--- config.mk ---
export PLATFORM = sky130hd
export DESIGN_NAME = uart_rx_core
export DESIGN_NICKNAME = d
export VERILOG_FILES = /design/src/rtl/uart_pkg.sv /design/src/rtl/uart_sync.sv /design/src/rtl/uart_rx_core.sv
export SDC_FILE = /design/constraint.sdc
export NUM_CORES = 1
export LEC_CHECK = 0
export ABC_AREA = 1
export CAP_MARGIN = 5
export CORE_MARGIN = 4
export CORE_UTILIZATION = 54
export CTS_CLUSTER_SIZE = 14
export DETAILED_ROUTE_END_ITERATION = 12
export PLACE_DENSITY = 0.75
export SYNTH_ARGS = -nofsm -noshare
export SYNTH_HDL_FRONTEND = slang
export SYNTH_SLANG_ARGS = --single-unit
--- constraint.sdc ---
create_clock -name clk -period 1.4 [get_ports clk]
set_input_delay 0.14 -clock clk [delete_from_list [all_inputs] [get_ports clk]]
set_output_delay 0.14 -clock clk [all_outputs]
set_load 0.03 [all_outputs]
--- src/rtl/uart_pkg.sv ---
// Shared UART definitions: state encoding, default bit timing and data width.
// Both the receiver and the transmitter import this package.
package uart_pkg;

  localparam int unsigned UART_CLKS_PER_BIT = 434;
  localparam int unsigned UART_DATA_W       = 8;

  localparam logic [2:0] UART_ST_IDLE  = 3'd0;
  localparam logic [2:0] UART_ST_START = 3'd1;
  localparam logic [2:0] UART_ST_DATA  = 3'd2;
  localparam logic [2:0] UART_ST_STOP  = 3'd3;
  localparam logic [2:0] UART_ST_BREAK = 3'd4;

  typedef enum logic [2:0] {
    UART_IDLE  = UART_ST_IDLE,
    UART_START = UART_ST_START,
    UART_DATA  = UART_ST_DATA,
    UART_STOP  = UART_ST_STOP,
    UART_BREAK = UART_ST_BREAK
  } uart_state_e;

endpackage

--- src/rtl/uart_sync.sv ---
// Two-flop synchronizer for a single asynchronous input.
// The reset value is a parameter so an idle-high line starts out idle.
module uart_sync #(
  parameter logic RST_VAL = 1'b1
) (
  input  logic clk,
  input  logic rst_n,
  input  logic i_d,
  output logic o_q
);

  logic r_meta;
  logic r_sync;

  always_ff @(posedge clk or negedge rst_n) begin
    if (!rst_n) begin
      r_meta <= RST_VAL;
      r_sync <= RST_VAL;
    end else begin
      r_meta <= i_d;
      r_sync <= r_meta;
    end
  end

  assign o_q = r_sync;

endmodule

--- src/rtl/uart_rx_core.sv ---
// UART receiver, 8N1, LSB first. Samples each bit at its centre, reports
// good bytes with a one-cycle o_irq and bad stop bits with a sticky flag.
module uart_rx_core
  import uart_pkg::*;
#(
  parameter int unsigned CLKS_PER_BIT = UART_CLKS_PER_BIT
) (
  input  logic                   clk,
  input  logic                   rst_n,
  input  logic                   i_rxd,
  input  logic                   i_rx_finish,
  output logic [UART_DATA_W-1:0] o_rx,
  output logic                   o_irq,
  output logic                   o_rx_busy,
  output logic                   o_frame_err
);

  localparam logic [2:0] ST_IDLE  = UART_ST_IDLE;
  localparam logic [2:0] ST_START = UART_ST_START;
  localparam logic [2:0] ST_DATA  = UART_ST_DATA;
  localparam logic [2:0] ST_STOP  = UART_ST_STOP;
  localparam logic [2:0] ST_BREAK = UART_ST_BREAK;

  // Half a bit after the start edge we are at the centre of the start bit;
  // from there every full bit period lands on the centre of the next bit.
  localparam logic [15:0] HALF_M1 = 16'(CLKS_PER_BIT / 2 - 1);
  localparam logic [15:0] FULL_M1 = 16'(CLKS_PER_BIT - 1);

  logic                   w_rxd_s;
  logic [2:0]             r_state;
  logic [15:0]            r_clk_cnt;
  logic [2:0]             r_bit_idx;
  logic [UART_DATA_W-1:0] r_shift;
  logic [UART_DATA_W-1:0] r_rx;
  logic                   r_irq;
  logic                   r_busy;
  logic                   r_frame_err;

  uart_sync #(
    .RST_VAL (1'b1)
  ) u_sync (
    .clk   (clk),
    .rst_n (rst_n),
    .i_d   (i_rxd),
    .o_q   (w_rxd_s)
  );

  always_ff @(posedge clk or negedge rst_n) begin
    if (!rst_n) begin
      r_state     <= ST_IDLE;
      r_clk_cnt   <= '0;
      r_bit_idx   <= '0;
      r_shift     <= '0;
      r_rx        <= '0;
      r_irq       <= 1'b0;
      r_busy      <= 1'b0;
      r_frame_err <= 1'b0;
    end else begin
      r_irq  <= 1'b0;
      r_busy <= (r_state != ST_IDLE);
      // Acknowledge clears the flag; a stop-bit error below overrides it.
      if (i_rx_finish) begin
        r_frame_err <= 1'b0;
      end

      case (r_state)
        ST_IDLE: begin
          if (!w_rxd_s) begin
            r_state   <= ST_START;
            r_clk_cnt <= '0;
          end
        end

        ST_START: begin
          if (r_clk_cnt == HALF_M1) begin
            if (!w_rxd_s) begin
              r_state   <= ST_DATA;
              r_clk_cnt <= '0;
              r_bit_idx <= '0;
            end else begin
              r_state <= ST_IDLE;
            end
          end else begin
            r_clk_cnt <= r_clk_cnt + 16'd1;
          end
        end

        ST_DATA: begin
          if (r_clk_cnt == FULL_M1) begin
            r_shift[r_bit_idx] <= w_rxd_s;
            r_clk_cnt          <= '0;
            r_bit_idx          <= r_bit_idx + 3'd1;
            if (r_bit_idx == 3'd7) begin
              r_state <= ST_STOP;
            end
          end else begin
            r_clk_cnt <= r_clk_cnt + 16'd1;
          end
        end

        ST_STOP: begin
          if (r_clk_cnt == FULL_M1) begin
            r_clk_cnt <= '0;
            if (w_rxd_s) begin
              r_rx    <= r_shift;
              r_irq   <= 1'b1;
              r_state <= ST_IDLE;
            end else begin
              r_frame_err <= 1'b1;
              r_state     <= ST_BREAK;
            end
          end else begin
            r_clk_cnt <= r_clk_cnt + 16'd1;
          end
        end

        // Wait out a held-low line so it cannot be mistaken for new frames.
        ST_BREAK: begin
          if (w_rxd_s) begin
            r_state <= ST_IDLE;
          end
        end

        default: begin
          r_state <= ST_IDLE;
        end
      endcase
    end
  end

  assign o_rx        = r_rx;
  assign o_irq       = r_irq;
  assign o_rx_busy   = r_busy;
  assign o_frame_err = r_frame_err;

endmodule

; ---- After elaboration in Yosys (flattened, before gate mapping)
; Index checks and enable logic that the tools add are counted.
[op_classes]
addsub = 2
magnitude_cmp = 2
n_eq_ne = 14
mux = 27
n_reduce_logical = 10
[ops]
columns = op, count
row1 = two-way mux 16 bit, 3
row2 = one-hot mux 16 bit (3 select lines), 1
row3 = two-way mux 3 bit, 10
row4 = adder 16 x 1 -> 16 bit (second input constant), 1
row5 = == test 16 x 8 -> 1 bit (second input constant), 1
row6 = == test 16 x 9 -> 1 bit (second input constant), 1
row7 = one-hot mux 3 bit (5 select lines), 1
row8 = inequality test 2 bit (second input constant), 6
row9 = bitwise mux 8 bit, 1
row10 = two-way mux 1 bit, 8
row11 = == test 3 x 2 -> 1 bit (second input constant), 2
row12 = == test 3 bit (second input constant), 2
row13 = one-hot mux 3 bit (2 select lines), 1
row14 = AND reduction 6 bit, 1
row15 = nonzero test 3 bit, 2
row16 = less-than comparator 3 x 4 -> 1 bit (second input constant), 1
row17 = AND reduction 4 bit, 1
row18 = adder 3 x 1 -> 3 bit (second input constant), 1
row19 = demux 1 bit (select 3 bit), 1
row20 = == test 3 x 1 -> 1 bit (second input constant), 1
row21 = greater-or-equal comparator 3 x 1 -> 1 bit (second input constant), 1
row22 = zero test 3 bit, 1
row23 = AND reduction 3 bit, 1
row24 = two-way mux 2 bit, 1
row25 = other kinds (5), 5
[word_totals]
ff_bits = 43
in_bits = 4
out_inout_bits = 11
word_cells = 65

; ---- Logic depth before layout (Yosys ltp)
[logic_depth]
ltp_word = 5
depth_mapped = 12

; ---- Hierarchy
; Synthesis repeated with hierarchy kept, for this count alone.
[unflattened]
cells_unflattened = 362
hier_area_um2 = 2581.2
[by_module_without_submodules]
columns = mod, instances, cells_per_inst, area_each_um2, seq_area_each_um2
row1 = uart_rx_core, 1, 360, 2528.7, 1026.0
row2 = uart_sync, 1, 2, 52.6, 52.6

; ---- Worst setup path after synthesis
; No wires, ideal clock.
[synth_path]
path_type = register -> register
start = reg r_clk_cnt[0]
end = reg r_clk_cnt[4]
setup_time_ns = 0.113
arrival_ns = 1.457
required_time_ns = 1.287
slack_ns = -0.169
path_stages_with_launch = 13
period_less_slack_ns = 1.569
cell_sequence = dfrtp_1 inv_1 ha_1 nand3_1 nor2_2 nand2_2 nand2_2 nand2_2 buf_6 nand2_1 nand2_1 nand2_1 inv_1
[synth_between]
elab_chain_len = 3
[synth_lines]
columns = element, line
row1 = from (decl), uart_rx_core.sv:31  ; logic [15:0] r_clk_cnt;
row2 = from (signal assigned), uart_rx_core.sv:84  ; r_clk_cnt <= r_clk_cnt + 16'd1;
row3 = from (signal assigned), uart_rx_core.sv:97  ; r_clk_cnt <= r_clk_cnt + 16'd1;
row4 = from (signal assigned), uart_rx_core.sv:113  ; r_clk_cnt <= r_clk_cnt + 16'd1;
row5 = adder 16 x 1 -> 16 bit (tied with other cells), "uart_rx_core.sv:84, uart_rx_core.sv:97, uart_rx_core.sv:113"
row6 = two-way mux 16 bit (on tied branches), "uart_rx_core.sv:89, uart_rx_core.sv:102, uart_rx_core.sv:75"
row7 = one-hot mux 16 bit (3 select lines) (*), uart_rx_core.sv:66  ; case (r_state)
; Every way passes the cells marked *; elsewhere a longest branch is shown, timed or not.
; A chain may end at the register's enable or synchronous reset.

; ---- Worst setup path after layout
[layout_path]
start = reg r_clk_cnt[1]
end = reg r_shift[3]
[layout_between]
elab_chain_len = 2
[layout_lines]
columns = element, line
row1 = == test 16 x 9 -> 1 bit, uart_rx_core.sv:89  ; if (r_clk_cnt == FULL_M1) begin
row2 = AND reduction 2 bit (no source line), n/a
row3 = "to (signal, indexed assignment)", uart_rx_core.sv:90  ; r_shift[r_bit_idx] <= w_rxd_s;
row4 = to (decl), uart_rx_core.sv:33  ; logic [UART_DATA_W-1:0] r_shift;
; No other way between the ends.

==> reports/qor.json <==
{
  "finalWirelength": {"value": 7050, "unit": "um"},
  "grt_pass1_wl": {"value": 12300, "unit": "um"},
  "fin_worst_skew": {"value": 0.00780, "unit": "ns"},
  "synth_async_sr_flop_share": {"value": 1.00},
  "design.die.area": {"value": 6150, "unit": "um^2"},
  "cp_data_required_time": {"value": 1.59, "unit": "ns"},
  "synth.avg_cell_area": {"value": 7.19, "unit": "um^2"},
  "synth.yosys.warnings": {"value": 0},
  "leakage": {"value": 1.73, "unit": "nW"},
  "clock_latency": {"value": 0.31, "unit": "ns"},
  "die-height": {"value": 78.4, "unit": "um"},
  "total_global_routing_track_utilization": {"value": 0.254},
  "insertedDiodeCount": {"value": 0},
  "place_congestion": {"value": 0.971},
  "grt_start_max_net_pins": {"value": 30},
  "worst_hold_slack": {"value": 0.224, "unit": "ns"},
  "path_clk_slew": {"value": 0.09, "unit": "ns"},
  "layout-drive-gt1-share": {"value": 0.323},
  "met1_use_gr": {"value": 0.328},
  "synthesis_to_layout_area_growth": {"value": 33.5, "unit": "%"},
  "fp-row-count": {"value": 25},
  "stdcell_count": {"value": 510},
  "number_of_synthesized_flops_with_an_enable_pin": {"value": 0},
  "routed_wire_length_per_instance": {"value": 13.8, "unit": "um"},
  "yosys.area.top_type_share": {"value": 0.383},
  "synth-seq-area-share": {"value": 0.403},
  "initialDrtViolationCount": {"value": 185},
  "kind_of_end_point_of_the_critical_path": {"value": "flop"},
  "cts.htree.levels": {"value": 2},
  "violations": {"value": "setup timing"},
  "crit_path_start": {"value": "r_clk_cnt[1]"},
  "overflow": {"value": 0},
  "synth_cells": {"value": 372},
  "post_synth_main_area_contributors": {"value": "dfrtp_1 38%, nand2_1 14%, nand3_1 10%"},
  "regToRegStartpoint": {"value": "r_clk_cnt[1]"},
  "cp.arrival": {"value": 1.74, "unit": "ns"},
  "setup_viols_final": {"value": 40},
  "layout.nets": {"value": 451},
  "antenna_found_initial": {"value": 0},
  "cts.root.buffer_cell": {"value": "clkbuf_8"},
  "maxCapViolCount": {"value": 0},
  "post-dp-hpwl": {"value": 4990, "unit": "um"},
  "final_critical_path_setup_slack": {"value": -0.145, "unit": "ns"},
  "die_width": {"value": 78.4, "unit": "um"},
  "setup_repair_after_global_routing_missed_its_margin": {"value": "true"},
  "drt.antenna.violating_nets": {"value": 0},
  "hold_path_class": {"value": "in -> reg"},
  "start_util": {"value": 0.563},
  "yosys.area.top_type": {"value": "dfrtp_1"},
  "port-buffer-count": {"value": 14},
  "maxSlewViolCount": {"value": 0},
  "timing_worst_setup_path_type": {"value": "reg -> reg"},
  "design.portCount": {"value": 15},
  "post_synth_instance_area": {"value": 2680, "unit": "um^2"},
  "detail_route.first_pass.iterations": {"value": 5},
  "via_count_of_the_routed_design": {"value": 2717},
  "outcome": {"value": "finished, violations left"},
  "final_min_period_over_clock_period": {"value": 1.10},
  "vdd.ir_drop.worst": {"value": 0.446, "unit": "mV"},
  "core-area": {"value": 4750, "unit": "um^2"},
  "ys.flop_type": {"value": "dfrtp_1"},
  "max_freq": {"value": 0.647, "unit": "GHz"},
  "startpoint_of_the_lowest_slack_hold_path": {"value": "i_rxd"},
  "timing.critical_path.fanout_max": {"value": 8},
  "tritoncts": {"value": "built"},
  "cts-buffers-inserted": {"value": 5},
  "global_route.peak_usage_layer": {"value": "met2"},
  "tightestPinTransition": {"value": 0.404, "unit": "ns"},
  "synth_cell_type_count": {"value": 30},
  "drcViolationCount": {"value": 0},
  "postSynthRegisterBits": {"value": 43},
  "tritoncts_sink_count": {"value": 43},
  "finalHoldViolations": {"value": 0},
  "post-route-min-period": {"value": 1.55, "unit": "ns"},
  "met2_capacity_usage_during_global_routing": {"value": 0.415},
  "p_per_area": {"value": 607, "unit": "nW/um^2"},
  "max_slew_margin": {"value": 0.730},
  "place_inst": {"value": 495},
  "timing.critical_path.from_type": {"value": "flop"},
  "ctsLongestPathBuffers": {"value": 2},
  "drt-vias-per-instance": {"value": 5.33},
  "use_met3": {"value": 0.0470},
  "grt_pass1_vias": {"value": 2705},
  "syn_nets": {"value": 381}
}
==> cell usage after synthesis (2+ instances only) <==
| master | n |
|---|---|
| nand2_1 | 103 |
| nand3_1 | 55 |
| inv_1 | 46 |
| dfrtp_1 | 41 |
| nor2_1 | 40 |
| o21ai_0 | 20 |
| o21ai_2 | 8 |
| nand2_2 | 7 |
| nand4_1 | 6 |
| ha_1 | 5 |
| nor2_2 | 5 |
| buf_6 | 4 |
| nor3_1 | 4 |
| buf_4 | 3 |
| inv_2 | 3 |
| o211ai_1 | 3 |
| clkbuf_1 | 2 |
| clkinv_2 | 2 |
| dfstp_2 | 2 |
| nand3b_1 | 2 |
| nor2_4 | 2 |
==> cell type report <==
| type | count | area [um^2] |
|---|---|---|
| Tap cell | 67 | 83.8 |
| Clock buffer | 5 | 68.8 |
| Multi-Input combinational cell | 269 | 1540 |
| Inverter | 51 | 198 |
| Sequential cell | 43 | 1080 |
| Timing Repair Buffer | 72 | 576 |
| Fill cell | 357 | 1180 |
| Clock inverter | 3 | 23.8 |
==> state kept, by name, indices dropped and copies added, names as in the netlist <==
| register | flops |
|---|---|
| r_clk_cnt | 16 |
| o_frame_err | 1 |
| o_irq | 1 |
| r_state | 3 |
| r_shift | 8 |
| u_sync.r_meta | 1 |
| r_bit_idx | 3 |
| o_rx | 8 |
| o_rx_busy | 1 |
| u_sync.o_q | 1 |
==> worst max-delay path, stage by stage, from the launching register on <==
cell,delay [ns]
dfrtp_1,0.41
inv_2,0.12
ha_4,0.18
nand3_4,0.07
nor2_4,0.11
nand2_4,0.10
nor2_8,0.18
nand3_2,0.11
nand2_1,0.07
o21ai_1,0.07
==> kinds of logic after synthesis <==
family,Yosys count,synth area share
AO/OA/AOI/OAI,34,0.0799
adder cells (fa/ha/maj),5,0.0234
flip-flops,43,0.403
buffers and inverters,61,0.102
AND/OR/NAND/NOR,229,0.391
==> power by group <==
part | internal, mW | total [mW] | switching, mW | leakage [nW]
Clock | 0.357 | 0.854 | 0.497 | 0.0408
Combinational | 0.0221 | 0.0644 | 0.0424 | 1.12
Sequential | 1.25 | 1.25 | 0.00196 | 0.567
Total | 1.63 | 2.17 | 0.541 | 1.73
==> final timing paths <==
| path | endpoint | slack (ns) | depth (start not counted) |
|---|---|---|---|
| setup reg to reg | r_shift[3] | -0.15 | 9 |
| hold reg to reg | u_sync.o_q | 0.36 | 0 |
| min in group asynchronous | r_clk_cnt[8] | 0.27 | 2 |
| hold / removal | u_sync.r_meta | 0.22 | 1 |
| max in group asynchronous | r_shift[7] | 0.66 | 3 |
| setup / recovery | r_shift[3] | -0.15 | 9 |
==> placed cells by master (no fill, tap or decap), types with 9 or more instances in the layout <==
master,instances
nand2_1,93
buf_4,55
inv_1,42
nand3_1,41
dfrtp_1,37
nor2_1,33
nand2_2,15
o21ai_1,15
nand3_2,12
dlygate4sd2_1,11
nor2_2,9
==> per-stage QoR <==
step / power (mW) / TNS [ns] / cell area, um^2 / util / worst slack (ns)
CTS: 2.17 / -3.12 / 3520 / 0.741 / -0.141
global route: 2.25 / -8.48 / 3570 / 0.751 / -0.261
global placement: 1.33 / -2.95 / 3300 / 0.694 / -0.140
detailed placement: 1.33 / -4.20 / 3300 / 0.694 / -0.203
finish: 2.17 / -3.70 / 3570 / 0.751 / -0.145
floorplan: 1.28 / -0.889 / 2760 / - / -0.0755
==> metal layers <==
| layer | up-vias | share of wire | wire, um |
|---|---|---|---|
| met5 | - | 0 | 0 |
| met4 | 0 | 0.026 | 185 |
| met3 | 22 | 0.069 | 483 |
| met2 | 114 | 0.47 | 3280 |
| met1 | 1239 | 0.44 | 3100 |
| li1 | 1342 | - | - |
==> timing repair <==
item / 4_1_cts / 5_1_grt
buffers inserted: 4 / 1
hold endpoints to repair: 12 / 0
endpoints found under the setup margin: 51 / 40
hold buffers: 1 / 0
cloned: 1 / 0
resized for setup: 42 / 14
pin swaps: 11 / 10
No activity file was read; power rests on OpenSTA's default activity.
